--- config.mk ---
export PLATFORM = sky130hd
export DESIGN_NAME = adc_emulator_flat
export DESIGN_NICKNAME = d
export VERILOG_FILES = /design/src/rtl/adc_emulator_pkg.sv /design/src/rtl/adc_emulator_if.sv /design/src/rtl/adc_pattern_gen.sv /design/src/rtl/adc_emulator.sv /design/src/flat_wrapper.sv
export SDC_FILE = /design/constraint.sdc
export NUM_CORES = 1
export LEC_CHECK = 0
export CAP_MARGIN = 30
export CORE_MARGIN = 4
export CORE_UTILIZATION = 50
export CTS_CLUSTER_DIAMETER = 80
export DETAILED_ROUTE_END_ITERATION = 8
export GPL_TIMING_DRIVEN = 0
export PLACE_DENSITY = 0.8
export SLEW_MARGIN = 20
export SYNTH_ARGS = -nofsm -noshare
export SYNTH_HDL_FRONTEND = slang
export SYNTH_SLANG_ARGS = --single-unit
--- constraint.sdc ---
create_clock -name clk357 -period 8.3 [get_ports clk357]
set_input_delay 1.245 -clock clk357 [delete_from_list [all_inputs] [get_ports clk357]]
set_output_delay 1.245 -clock clk357 [all_outputs]
set_load 0.02 [all_outputs]
--- src/rtl/adc_emulator_pkg.sv ---
// rtl/adc_emulator_pkg.sv - shared types and constants for the ADC emulator
package adc_emulator_pkg;

    localparam int DATA_W = 13;

    typedef enum logic [1:0] {
        ST_IDLE = 2'd0,
        ST_SYNC = 2'd1,
        ST_RUN  = 2'd2
    } adc_state_t;

    typedef enum logic [1:0] {
        PAT_RAMP  = 2'd0,
        PAT_CONST = 2'd1,
        PAT_ALT   = 2'd2,
        PAT_WALK  = 2'd3
    } pattern_t;

    typedef enum logic [1:0] {
        ADJ_NONE = 2'd0,
        ADJ_INC  = 2'd1,
        ADJ_DEC  = 2'd2
    } adj_t;

    localparam logic [DATA_W-1:0] ALT_SEED_A = 13'h0AAA;
    localparam logic [DATA_W-1:0] ALT_SEED_B = 13'h1555;
    localparam logic [DATA_W-1:0] WALK_SEED  = 13'h0001;
    localparam logic [3:0]        PERIOD_MIN = 4'd3;

    function automatic logic [3:0] clamp_period(input logic [3:0] p);
        return (p < PERIOD_MIN) ? PERIOD_MIN : p;
    endfunction

endpackage

--- src/rtl/adc_emulator_if.sv ---
// rtl/adc_emulator_if.sv - control and data bundle of the ADC emulator
interface adc_emulator_if;
    import adc_emulator_pkg::*;

    logic              en;
    logic [3:0]        period;
    logic [1:0]        pattern_sel;
    logic [DATA_W-1:0] const_val;
    logic              phase_ce;
    logic              phase_inc;
    logic              drdy;
    logic [DATA_W-1:0] data_out;
    logic              phase_busy;
    logic [6:0]        phase_pos;
    logic              saturated;

    modport master (
        output en, period, pattern_sel, const_val, phase_ce, phase_inc,
        input  drdy, data_out, phase_busy, phase_pos, saturated
    );

    modport slave (
        input  en, period, pattern_sel, const_val, phase_ce, phase_inc,
        output drdy, data_out, phase_busy, phase_pos, saturated
    );
endinterface

--- src/rtl/adc_pattern_gen.sv ---
// rtl/adc_pattern_gen.sv - test-pattern word source, stepped once per data-ready
module adc_pattern_gen
    import adc_emulator_pkg::*;
(
    input  logic              clk357,
    input  logic              rst,
    input  logic              advance,
    input  logic              restart,
    input  logic [1:0]        pattern_sel,
    input  logic [DATA_W-1:0] const_val,
    output logic [DATA_W-1:0] word
);
    logic [DATA_W-1:0] ramp_q, walk_q;
    logic              alt_q;
    logic [DATA_W-1:0] ramp_cur, walk_cur;
    logic              alt_cur;

    // restart presents the seed word in the same cycle it is consumed
    always_comb begin
        ramp_cur = restart ? '0 : ramp_q;
        walk_cur = restart ? WALK_SEED : walk_q;
        alt_cur  = restart ? 1'b0 : alt_q;
        word     = '0;
        case (pattern_t'(pattern_sel))
            PAT_RAMP:  word = ramp_cur;
            PAT_CONST: word = const_val;
            PAT_ALT:   word = alt_cur ? ALT_SEED_B : ALT_SEED_A;
            default:   word = walk_cur;
        endcase
    end

    always_ff @(posedge clk357 or posedge rst) begin
        if (rst) begin
            ramp_q <= '0;
            walk_q <= WALK_SEED;
            alt_q  <= 1'b0;
        end else if (advance) begin
            ramp_q <= ramp_cur + 1'b1;
            walk_q <= {walk_cur[DATA_W-2:0], walk_cur[DATA_W-1]};
            alt_q  <= ~alt_cur;
        end else if (restart) begin
            ramp_q <= '0;
            walk_q <= WALK_SEED;
            alt_q  <= 1'b0;
        end
    end
endmodule

--- src/rtl/adc_emulator.sv ---
// rtl/adc_emulator.sv - ADC data-ready/word emulator with tap-step phase adjustment
module adc_emulator
    import adc_emulator_pkg::*;
#(
    parameter int MAX_PHASE = 63
) (
    input  logic          clk357,
    input  logic          rst,
    adc_emulator_if.slave bus
);
    localparam logic [6:0] MAX_POS = 7'(MAX_PHASE);

    adc_state_t        state_q, state_d;
    logic [6:0]        cnt_q, cnt_d;
    logic [3:0]        per_q, per_d;
    adj_t              adj_cur_q, adj_cur_d;
    adj_t              adj_next_q, adj_next_d;
    logic              busy_q, busy_d;
    logic              drdy_q, drdy_d;
    logic [DATA_W-1:0] data_q, word;
    logic [6:0]        pos_q;
    logic              sat_q;
    logic [4:0]        target;
    logic [6:0]        last_cnt, near_cnt;
    logic              period_end, step_req, at_limit, step_ok;
    logic              advance, restart;
    adj_t              step_adj;

    // effective length of the running period including any pending tap step
    always_comb begin
        target = {1'b0, per_q};
        if (adj_cur_q == ADJ_INC) begin
            target = target + 5'd1;
        end else if (adj_cur_q == ADJ_DEC) begin
            target = target - 5'd1;
        end
        last_cnt   = {2'b00, target - 5'd1};
        near_cnt   = {2'b00, target - 5'd2};
        period_end = (cnt_q == last_cnt);
        step_req   = bus.phase_ce && !busy_q;
        at_limit   = bus.phase_inc ? (pos_q == MAX_POS) : (pos_q == 7'd0);
        step_ok    = step_req && !at_limit;
        step_adj   = bus.phase_inc ? ADJ_INC : ADJ_DEC;
    end

    always_comb begin
        state_d    = state_q;
        cnt_d      = cnt_q;
        per_d      = per_q;
        adj_cur_d  = adj_cur_q;
        adj_next_d = adj_next_q;
        busy_d     = busy_q;
        drdy_d     = 1'b0;
        advance    = 1'b0;
        restart    = 1'b0;
        case (state_q)
            ST_IDLE: begin
                if (bus.en) begin
                    state_d = ST_SYNC;
                    cnt_d   = '0;
                end
            end
            ST_SYNC: begin
                if (!bus.en) begin
                    state_d = ST_IDLE;
                end else if (cnt_q > pos_q) begin
                    state_d    = ST_RUN;
                    cnt_d      = '0;
                    drdy_d     = 1'b1;
                    per_d      = clamp_period(bus.period);
                    adj_cur_d  = ADJ_NONE;
                    adj_next_d = ADJ_NONE;
                    advance    = 1'b1;
                    restart    = 1'b1;
                end else begin
                    cnt_d = cnt_q + 7'd1;
                end
            end
            ST_RUN: begin
                if (!bus.en) begin
                    state_d    = ST_IDLE;
                    adj_cur_d  = ADJ_NONE;
                    adj_next_d = ADJ_NONE;
                    busy_d     = 1'b0;
                end else begin
                    // busy drops one cycle after the drdy that closed the adjusted period
                    if (busy_q && drdy_q && adj_cur_q == ADJ_NONE && adj_next_q == ADJ_NONE) begin
                        busy_d = 1'b0;
                    end
                    if (period_end) begin
                        drdy_d     = 1'b1;
                        cnt_d      = '0;
                        per_d      = clamp_period(bus.period);
                        adj_cur_d  = adj_next_q;
                        adj_next_d = ADJ_NONE;
                        advance    = 1'b1;
                    end else begin
                        cnt_d = cnt_q + 7'd1;
                    end
                    if (step_ok) begin
                        busy_d = 1'b1;
                        if (period_end) begin
                            adj_cur_d = step_adj;
                        end else if (!bus.phase_inc && cnt_q == near_cnt) begin
                            adj_next_d = ADJ_DEC;
                        end else begin
                            adj_cur_d = step_adj;
                        end
                    end
                end
            end
            default: begin
                state_d = ST_IDLE;
            end
        endcase
    end

    always_ff @(posedge clk357 or posedge rst) begin
        if (rst) begin
            state_q <= ST_IDLE;
        end else begin
            state_q <= state_d;
        end
    end

    always_ff @(posedge clk357 or posedge rst) begin
        if (rst) begin
            cnt_q      <= '0;
            per_q      <= PERIOD_MIN;
            adj_cur_q  <= ADJ_NONE;
            adj_next_q <= ADJ_NONE;
            busy_q     <= 1'b0;
            drdy_q     <= 1'b0;
            data_q     <= '0;
            pos_q      <= '0;
            sat_q      <= 1'b0;
        end else begin
            cnt_q      <= cnt_d;
            per_q      <= per_d;
            adj_cur_q  <= adj_cur_d;
            adj_next_q <= adj_next_d;
            busy_q     <= busy_d;
            drdy_q     <= drdy_d;
            if (drdy_d) begin
                data_q <= word;
            end
            if (step_ok) begin
                pos_q <= bus.phase_inc ? pos_q + 7'd1 : pos_q - 7'd1;
            end
            if (step_req && at_limit) begin
                sat_q <= 1'b1;
            end
        end
    end

    adc_pattern_gen u_pattern (
        .clk357      (clk357),
        .rst         (rst),
        .advance     (advance),
        .restart     (restart),
        .pattern_sel (bus.pattern_sel),
        .const_val   (bus.const_val),
        .word        (word)
    );

    assign bus.drdy       = drdy_q;
    assign bus.data_out   = data_q;
    assign bus.phase_busy = busy_q;
    assign bus.phase_pos  = pos_q;
    assign bus.saturated  = sat_q;
endmodule

--- src/flat_wrapper.sv ---
// flat-port wrapper written by rule: the top's interface ports become plain ports
module adc_emulator_flat import adc_emulator_pkg::*;
#(
    parameter int MAX_PHASE = 63
)
  (clk357, rst, bus_en, bus_period, bus_pattern_sel, bus_const_val, bus_phase_ce, bus_phase_inc, bus_drdy, bus_data_out, bus_phase_busy, bus_phase_pos, bus_saturated);
  adc_emulator_if bus_i ();
  input  logic clk357;
  input  logic rst;
  input wire logic [$bits(bus_i.en)-1:0] bus_en;
  input wire logic [$bits(bus_i.period)-1:0] bus_period;
  input wire logic [$bits(bus_i.pattern_sel)-1:0] bus_pattern_sel;
  input wire logic [$bits(bus_i.const_val)-1:0] bus_const_val;
  input wire logic [$bits(bus_i.phase_ce)-1:0] bus_phase_ce;
  input wire logic [$bits(bus_i.phase_inc)-1:0] bus_phase_inc;
  output wire logic [$bits(bus_i.drdy)-1:0] bus_drdy;
  output wire logic [$bits(bus_i.data_out)-1:0] bus_data_out;
  output wire logic [$bits(bus_i.phase_busy)-1:0] bus_phase_busy;
  output wire logic [$bits(bus_i.phase_pos)-1:0] bus_phase_pos;
  output wire logic [$bits(bus_i.saturated)-1:0] bus_saturated;
  assign bus_i.en = bus_en;
  assign bus_i.period = bus_period;
  assign bus_i.pattern_sel = bus_pattern_sel;
  assign bus_i.const_val = bus_const_val;
  assign bus_i.phase_ce = bus_phase_ce;
  assign bus_i.phase_inc = bus_phase_inc;
  assign bus_drdy = bus_i.drdy;
  assign bus_data_out = bus_i.data_out;
  assign bus_phase_busy = bus_i.phase_busy;
  assign bus_phase_pos = bus_i.phase_pos;
  assign bus_saturated = bus_i.saturated;
  adc_emulator #(.MAX_PHASE(MAX_PHASE)) u_core (.clk357(clk357), .rst(rst), .bus(bus_i));
endmodule
Yosys cells after proc, flatten, opt, wreduce, memory -nomap -nowiden
Cells that the tools add are included.
{"block": "op_classes", "addsub": 8, "n_lt_le_gt_ge": 2, "n_reduce_logical": 22, "n_mux": 53, "n_bitwise": 1, "eq_ne": 17}
{"operator": "$mux 13", "count": 5}
{"operator": "$mux 7", "count": 6}
{"operator": "$pmux 13 s3", "count": 1}
{"operator": "$mux 2", "count": 17}
{"operator": "$pmux 7 s3", "count": 1}
{"operator": "$mux 4", "count": 5}
{"operator": "$add 7x1->7 const B", "count": 2}
{"operator": "$eq 7x5->1", "count": 2}
{"operator": "$add 13x1->13 const B", "count": 1}
{"operator": "$mux 1", "count": 11}
{"operator": "$mux 5", "count": 2}
{"operator": "$logic_not 2->1", "count": 4}
{"operator": "$ne 2x2->1 const B", "count": 4}
{"operator": "$pmux 2 s2", "count": 2}
{"operator": "$pmux 4 s2", "count": 1}
{"operator": "$eq 7x6->1 const B", "count": 1}
{"operator": "$gt 7x7->1", "count": 1}
{"operator": "$logic_and 1x1->1", "count": 7}
{"operator": "$logic_not 7->1", "count": 1}
{"operator": "$sub 7x1->7 const B", "count": 1}
{"operator": "$eq 2x1->1 const B", "count": 3}
{"operator": "$eq 2x2->1 const B", "count": 3}
{"operator": "$pmux 2 s3", "count": 1}
{"operator": "$reduce_and 3->1", "count": 2}
{"operator": "other kinds (16)", "count": 19}
{"block": "totals", "ff_bits": 67, "wordCells": 116, "output_inout_bits": 23, "input_bits": 24}

Longest topological paths before layout
Gate-level depths: netlist of the first run.
{"block": "depth", "word_depth": 11, "depth_mapped": 15, "ltp_nobuf": 12}

Cells and area by module
Synthesis of the first run repeated with hierarchy kept, for this count alone.
{"block": "unflattened", "hier_cells": 431, "hier_area_um2": 4420.5}
{"module": "adc_emulator", "area_per_inst_um2": 2758.9, "cells_each": 269, "instances": 1, "seq_area_each_um2": 1003.5}
{"module": "adc_pattern_gen", "area_per_inst_um2": 1661.6, "cells_each": 162, "instances": 1, "seq_area_each_um2": 676.9}

Worst setup path after synthesis of the first run
No wires, ideal clock.
{"block": "synth_path", "path_kind": "register -> register", "start": "register u_core.per_q[0]", "end": "register u_core.data_q[0] (netlist: u_core.bus.data_out[0])", "stages_incl_launch_ff": 14, "arrival_ps": 3303, "path_slack_ps": 4872, "synth_period_minus_slack_ps": 3428, "path_buffers": 1, "t_required_ps": 8175, "setup_ps": 125, "cell_sequence": "dfstp_2 > inv_1 > ha_1 > mux2i_1 > and2_1 > or2_2 > ha_1 > xnor2_1 > or3_4 > a211oi_4 > nand4_4 > nand2_2 > buf_2 > mux2_2"}
{"block": "synth_via", "elab_chain_cells": 8, "elab_cells_between_ends": 9, "cone_classes": "3 x add/sub; 1 x eq/ne; 5 x mux"}
{"item": "start, declared", "line": "adc_emulator.sv:15", "text": "logic [3:0] per_q, per_d;"}
{"item": "start signal, assigned", "line": "adc_emulator.sv:139", "text": "per_q <= per_d;"}
{"item": "$sub 4x1->5", "line": "adc_emulator.sv:35", "text": "target = target - 5'd1;"}
{"item": "$mux 5", "line": "adc_emulator.sv:34", "text": "end else if (adj_cur_q == ADJ_DEC) begin"}
{"item": "$mux 5 (*)", "line": "adc_emulator.sv:32", "text": "if (adj_cur_q == ADJ_INC) begin"}
{"item": "$sub 5x1->5 (*)", "line": "adc_emulator.sv:37", "text": "last_cnt = {2'b00, target - 5'd1};"}
{"item": "$eq 7x5->1 (*)", "line": "adc_emulator.sv:39", "text": "period_end = (cnt_q == last_cnt);"}
{"item": "$mux 1 (*) (2 in a row)"}
{"item": "$pmux 1 s2 (*)"}
{"item": "named net u_core.advance", "line": "adc_emulator.sv:26", "text": "logic advance, restart;"}
{"item": "end signal, assigned", "line": "adc_emulator.sv:145", "text": "data_q <= word;"}
{"item": "end, declared", "line": "adc_emulator.sv:20", "text": "logic [DATA_W-1:0] data_q, word;"}
Mark *: on every way through the listed nets, which the timed path passes. The rest lies on a longest branch.
A chain may end at the register's enable or synchronous reset.

Worst setup path after layout of the first run
{"block": "layout_path", "start": "register u_core.cnt_q[1]", "end": "register u_core.u_pattern.ramp_q[10]"}
{"block": "layout_via", "elab_chain_cells": 7, "elab_cells_between_ends": 11, "cone_classes": "1 x add/sub; 1 x order compare; 1 x eq/ne; 8 x mux"}
{"item": "start, declared", "line": "adc_emulator.sv:14", "text": "logic [6:0] cnt_q, cnt_d;"}
{"item": "start signal, assigned", "line": "adc_emulator.sv:138", "text": "cnt_q <= cnt_d;"}
{"item": "$gt 7x7->1", "line": "adc_emulator.sv:66", "text": "end else if (cnt_q > pos_q) begin"}
{"item": "$mux 1", "line": "adc_emulator.sv:66"}
{"item": "$mux 1", "line": "adc_emulator.sv:64", "text": "if (!bus.en) begin"}
{"item": "$mux 1", "line": "adc_emulator.sv:56", "text": "case (state_q)"}
{"item": "$mux 13", "line": "adc_pattern_gen.sv:20", "text": "ramp_cur = restart ? '0 : ramp_q;"}
{"item": "$add 13x1->13", "line": "adc_pattern_gen.sv:38", "text": "ramp_q <= ramp_cur + 1'b1;"}
{"item": "$mux 13 (*)", "line": "adc_pattern_gen.sv:37", "text": "end else if (advance) begin"}
{"item": "end signal, assigned", "line": "adc_pattern_gen.sv:38"}
{"item": "end, declared", "line": "adc_pattern_gen.sv:13", "text": "logic [DATA_W-1:0] ramp_q, walk_q;"}
Every way passes the cells marked *; elsewhere a longest branch is shown, timed or not.

==> results of run 1 <==
==> state kept, by name (all words and copies together), names as in the netlist <==
name                     count
u_core.u_pattern.ramp_q     13
u_core.bus.phase_pos         7
u_core.bus.phase_busy        1
u_core.bus.drdy              1
u_core.adj_next_q            2
u_core.state_q               2
u_core.bus.saturated         1
u_core.adj_cur_q             2
u_core.u_pattern.walk_q     13
u_core.bus.data_out         13
u_core.per_q                 4
u_core.cnt_q                 7
u_core.u_pattern.alt_q       1
==> power breakdown <==
group | internal [uW] | switching (uW) | total (uW)
Combinational | 160 | 202 | 361
Sequential | 360 | 44.8 | 405
Clock | 233 | 139 | 371
==> worst reg2reg max path, delay by kind of cell, from the launching register on <==
| family | cells | cell delay, ns |
|---|---|---|
| DFF | 1 | 0.57 |
| AOI/OAI and AO/OA | 4 | 1.28 |
| and+or+nand+nor | 3 | 0.91 |
| adders and majority gates | 2 | 0.47 |
| buffers and inverters | 3 | 0.66 |
==> placed cells by master, fill, tap and decap left out, types with 5 or more instances in the layout <==
cell type | Yosys | layout
o22ai_1 | 6 | 6
nor2_1 | 33 | 33
nor2b_1 | 18 | 18
clkbuf_1 | 18 | 18
ha_1 | 23 | 23
nand4_1 | 5 | 5
a31oi_1 | 9 | 9
nand3_1 | 13 | 13
o21ai_0 | 25 | 25
clkbuf_8 | 0 | 9
nor3_1 | 8 | 8
dfrtp_1 | 64 | 64
or2_2 | 5 | 5
xnor2_1 | 11 | 11
o211ai_1 | 6 | 6
nand2_1 | 37 | 37
or4_1 | 9 | 9
xor2_1 | 7 | 7
inv_1 | 24 | 23
clkdlybuf4s50_1 | 0 | 44
mux2i_1 | 23 | 23
mux2_2 | 16 | 16
and2_1 | 5 | 5
a21boi_0 | 8 | 8
a22oi_1 | 5 | 5
o31ai_1 | 11 | 11
a21oi_1 | 25 | 25
==> cell usage after synthesis (all sizes together) (7+ instances only) <==
cell type   n
ha         23
nor3        8
mux2       16
a21oi      25
xnor2      13
xor2        7
nor2b      18
buf         7
dfrtp      64
or4         9
o31ai      11
nor2       33
nand3      13
a21boi      8
mux2i      24
inv        24
o21ai      26
a31oi      10
nand2      38
clkbuf     18
==> path summary, 6_finish.rpt <==
kind	endpoint	slack (ns)	depth (start not counted)
worst min-delay path	u_core.bus.saturated$_DFFE_PP0P_	0.48	1
worst min register to register	u_core.bus.saturated$_DFFE_PP0P_	0.48	1
max in group asynchronous	u_core.u_pattern.walk_q[0]$_DFF_PP1_	6.52	3
worst max-delay path	u_core.u_pattern.ramp_q[10]$_DFF_PP0_	4.33	12
min in group asynchronous	u_core.u_pattern.ramp_q[9]$_DFF_PP0_	1.20	2
worst max register to register	u_core.u_pattern.ramp_q[10]$_DFF_PP0_	4.33	12
==> area by class of cell <==
cell class	instances	area [um^2]
plain buffers	25	116
clock buffers	9	124
clock inverters	7	146
fillers	725	3380
inverters	24	92.6
multi-input cells	363	2620
flip-flops and latches	67	1680
well taps	108	135
repair buffers	45	468
==> kinds of logic (layout without fill, tap and decap cells) <==
group | after synthesis | count (layout) | synth area share
simple gates | 156 | 156 | 0.184
fa+ha+maj | 24 | 24 | 0.0684
xor+xnor | 22 | 22 | 0.0522
flops | 67 | 67 | 0.373
buf+inv | 49 | 110 | 0.0458
compound gates | 121 | 121 | 0.181
mux | 40 | 40 | 0.0961
==> layer usage <==
layer	GRT usage	up-vias	share of wire
met5	0	-	0
met4	0.0817	0	0.030
met3	0.0507	30	0.049
met2	0.385	135	0.49
met1	0.287	1886	0.43
li1	-	1845	-
==> through the flow <==
stage / instances / worst slack (ns) / util / instance area (um^2)
after floorplan: 479 / 4.87 / - / 4500
after global placement: 631 / 4.23 / 0.580 / 5080
after detailed placement: 632 / 4.44 / 0.584 / 5120
after CTS: 648 / 4.41 / 0.615 / 5390
after global routing: 648 / 4.04 / 0.615 / 5390
final: 648 / 4.33 / 0.615 / 5390
==> impl_metrics.yaml, run 1 <==
outcome:
  status: "finished, final reports clean"
global_routing:
  grtUsageTotal: 0.228
  grt_pass1_vias: 4010
  grt_max_degree: 49
  overflow: 0
  antenna_found_initial: 0
  grt_pass1_wl_mm: 19.2
final_layout:
  area_growth_pct: 19.6
  diodes: 0
  layout.nets: 583
  drive_above_1_share: 0.111
clocking:
  clk_pin_slew_ns: 0.08
  clock_path_buffers: 2
  clock_sinks: 67
  cts_tree: "yes"
  cts_buffers: 9
  cts_htree_levels: 3
  clock_latency_ns: 0.35
  holdBufCountCts: 0
  cts_resized: 0
  cts-root-buf: "clkbuf_8"
  cts_setup_buffers: 0
power:
  total_power_uw: 1140
  peakVddDrop_mv: 0.111
  p_leak_uw: 0.00234
  powerDensity_nw_per_um2: 211
worst_setup_path:
  cp_slowest_cell: "o31ai_1"
  critPathLaunchType: "flip-flop"
  cp_max_fo: 10
  arrival_ns: 4.23
  crit_required_ns: 8.57
  path_delay_family: "compound AO/OA/AOI/OAI gates"
  crit_type: "flip-flop to flip-flop"
  max_stage_delay_ns: 0.82
  path_cells: "ha_1, nor2b_1, o21ai_0, a21oi_1, o31ai_1, clkbuf_1, and2_1, ha_1, inv_1, clkbuf_1, or4_1, a21oi_1"
  end_kind: "flip-flop"
  critical_path.startpoint: "u_core.cnt_q[1]$_DFFE_PP0P_"
  crit_buf_inv: 3
  reg2reg_from: "u_core.cnt_q[1]$_DFFE_PP0P_"
synthesis:
  synth_flop_cell: "dfrtp_1"
  synth_area_leaders: "dfrtp_1, ha_1, mux2i_1"
  synth_seq_cells: 67
  seq_area_frac_synth: 0.373
  async_flop_share: 1.00
  syn_inst: 479
  yosysWarnings: 0
  synth_edf_count: 0
  syn-cell-area_um2: 4500
  synth_top_cell_area_share: 0.356
  ys_types: 67
  syn_nets: 527
  synth_area_leader_cell: "dfrtp_1"
  syn_area_per_cell_um2: 9.40
worst_hold_path:
  hold_start: "u_core.bus.saturated$_DFFE_PP0P_"
  hold_path_class: "flip-flop to flip-flop"
route:
  drt_iter0_drc: 206
  routed_via_density: 6.01
  ant_nets: 0
  num_vias: 3896
  drtPass1Iterations: 6
  wl_per_cell_um: 17.4
  wl_mm: 11.3
  drc: 0
sta:
  period_share: 0.478
  skew_ns: 0.0117
  fin_hold_ws_ns: 0.478
  fmax_mhz: 252
  rsz0062_at_grt: "no"
  relSlewSlack: 0.365
  final.setup.tns_ns: 0
  setup_viol: 0
  slew_violations: 0
  tightest_slew_ns: 0.945
  hold_viol: 0
  min_period_ns: 3.97
floorplan:
  core_area_um2: 8760
  num_rows: 34
  die_w_um: 103
  io_pins: 47
  start_util: 0.514
  die_y_um: 103
  dieArea_um2: 10600
placed_design:
  dp_hpwl_mm: 8.31
  io_buffers: 44
  gp_congestion: 0.894
job:
  cap_violations: 0
Power figures use the tool's default switching activity.
==> inputs of run 2 (changes only) <==
clock period = 3.8 ns   (was 8.3 ns; I/O delays follow)
==> run 2 against run 1 <==
Against the previous run: clock-buffer cell count unchanged; worst hold slack improved by 0.00057 ns; cell count unchanged; first-iteration DRC count increased by 3.9%; via count decreased by 0.13%; utilization increased by 0.53 points; global-route usage about the same; flip-flop and latch count unchanged; largest power group unchanged; total power increased by 120%; combinational power increased by 120%.
==> impl_metrics.yaml, run 2 (synthesis results as in run 1) <==
floorplan:
  core_area_um2: 8760
  die_y_um: 103
  dieArea_um2: 10600
  start_util: 0.514
  io_pins: 47
  die_w_um: 103
  num_rows: 34
sta:
  setup_viol: 0
  fmax_mhz: 273
  period_share: 0.964
  fin_hold_ws_ns: 0.479
  tightest_slew_ns: 0.876
  final.setup.tns_ns: 0
  rsz0062_at_grt: "no"
  relSlewSlack: 0.415
  slew_violations: 0
  skew_ns: 0.0103
  min_period_ns: 3.66
  hold_viol: 0
global_routing:
  antenna_found_initial: 0
  overflow: 0
  grt_pass1_vias: 4009
  grtUsageTotal: 0.228
  grt_max_degree: 49
  grt_pass1_wl_mm: 19.2
clocking:
  clk_pin_slew_ns: 0.08
  cts_htree_levels: 3
  holdBufCountCts: 0
  clock_sinks: 67
  clock_latency_ns: 0.34
  cts-root-buf: "clkbuf_8"
  cts_tree: "yes"
  clock_path_buffers: 2
  cts_buffers: 9
route:
  wl_mm: 11.3
  wl_per_cell_um: 17.4
  routed_via_density: 6.00
  drt_iter0_drc: 214
  drc: 0
  drtPass1Iterations: 5
  num_vias: 3891
  ant_nets: 0
power:
  switching_share: 0.338
  peakVddDrop_mv: 0.244
  p_leak_uw: 0.00234
  power_frac_seq: 0.356
  switchingPower_uw: 842
  total_power_uw: 2490
  power_frac_clock: 0.326
  internal_power_uw: 1650
  powerDensity_nw_per_um2: 458
  combPwrFrac: 0.318
worst_setup_path:
  cp_max_fo: 5
  crit_type: "flip-flop to flip-flop"
  critPathLaunchType: "flip-flop"
  end_kind: "flip-flop"
  arrival_ns: 3.93
  crit_required_ns: 4.06
final_layout:
  layout.nets: 583
  final_common_cell: "dfrtp_1"
  finalInstanceArea_um2: 5430
  layout_common_cells: "dfrtp_1, clkdlybuf4s50_1, nand2_1, nor2_1"
  area_growth_pct: 20.6
  stdcell_count: 648
  diodes: 0
  drive_above_1_share: 0.124
job:
  cap_violations: 0
placed_design:
  placed_area_um2: 5120
  gp_congestion: 0.894
  io_buffers: 44
  dp_hpwl_mm: 8.31
  dp.cells: 632
outcome:
  status: "finished, final reports clean"
worst_hold_path:
  hold_path_class: "flip-flop to flip-flop"
run 2: layer usage:
layer / up-vias / share of wire / global-route usage
met5: - / 0 / 0
met1: 1870 / 0.43 / 0.287
met3: 26 / 0.056 / 0.0507
met2: 146 / 0.49 / 0.385
met4: 0 / 0.025 / 0.0817
li1: 1849 / - / -
run 2: timing repair:
| item | in CTS | in global routing |
|---|---|---|
| endpoints found under the setup margin | 11 | 27 |
| buffers inserted | 0 | 1 |
| resized for setup | 2 | 10 |
| pin swaps | 0 | 3 |
run 2: area by class of cell:
cell class	instances	area (um^2)
Multi-Input combinational cell	363	2660
Clock buffer	9	124
Tap cell	108	135
Clock inverter	7	146
Fill cell	715	3330
Sequential cell	67	1680
Timing Repair Buffer	46	475
Inverter	24	92.6
Buffer	24	120
run 2: path summary, 6_finish.rpt:
path	startpoint	end	slack (ns)	cells after the start
min in group asynchronous	rst	u_core.u_pattern.ramp_q[9]$_DFF_PP0_	0.52	2
worst max-delay path	u_core.per_q[0]$_DFFE_PP1P_	u_core.u_pattern.ramp_q[7]$_DFF_PP0_	0.14	13
worst max register to register	u_core.per_q[0]$_DFFE_PP1P_	u_core.u_pattern.ramp_q[7]$_DFF_PP0_	0.14	13
worst min-delay path	u_core.bus.saturated$_DFFE_PP0P_	u_core.bus.saturated$_DFFE_PP0P_	0.48	1
max in group asynchronous	rst	u_core.per_q[1]$_DFFE_PP1P_	2.70	3
worst min register to register	u_core.bus.saturated$_DFFE_PP0P_	u_core.bus.saturated$_DFFE_PP0P_	0.48	1
run 2: power groups by stage:
stage,sequential [uW],clock [uW],combinational [uW]
2_1_floorplan,919,0,504
3_3_place_gp,893,0,737
3_5_place_dp,898,0,777
4_1_cts,885,828,787
5_1_grt,901,861,876
6_report,886,810,791
run 2: per-stage QoR:
stage | utilization | setup WS, ns
finish | 0.620 | 0.137
global route | 0.620 | 0.0134
CTS | 0.616 | 0.0481
detailed placement | 0.584 | -0.0635
global placement | 0.580 | -0.00715
floorplan | - | 0.372
run 2: worst max-delay path, stage by stage, from the launching register on:
cell,delay [ns]
dfstp_2,0.56
inv_1,0.10
ha_1,0.31
mux2i_1,0.06
and2_1,0.17
or2_2,0.33
ha_2,0.21
xnor2_1,0.15
or3_4,0.37
a211oi_4,0.27
nand4_4,0.20
buf_4,0.19
or4_1,0.50
a21oi_1,0.16
==> inputs of run 3 (changes only) <==
CTS_CLUSTER_DIAMETER = not set   (was 80)
==> results of run 3 <==
The final DEF is identical to that of run 2; final timing and power are the same.
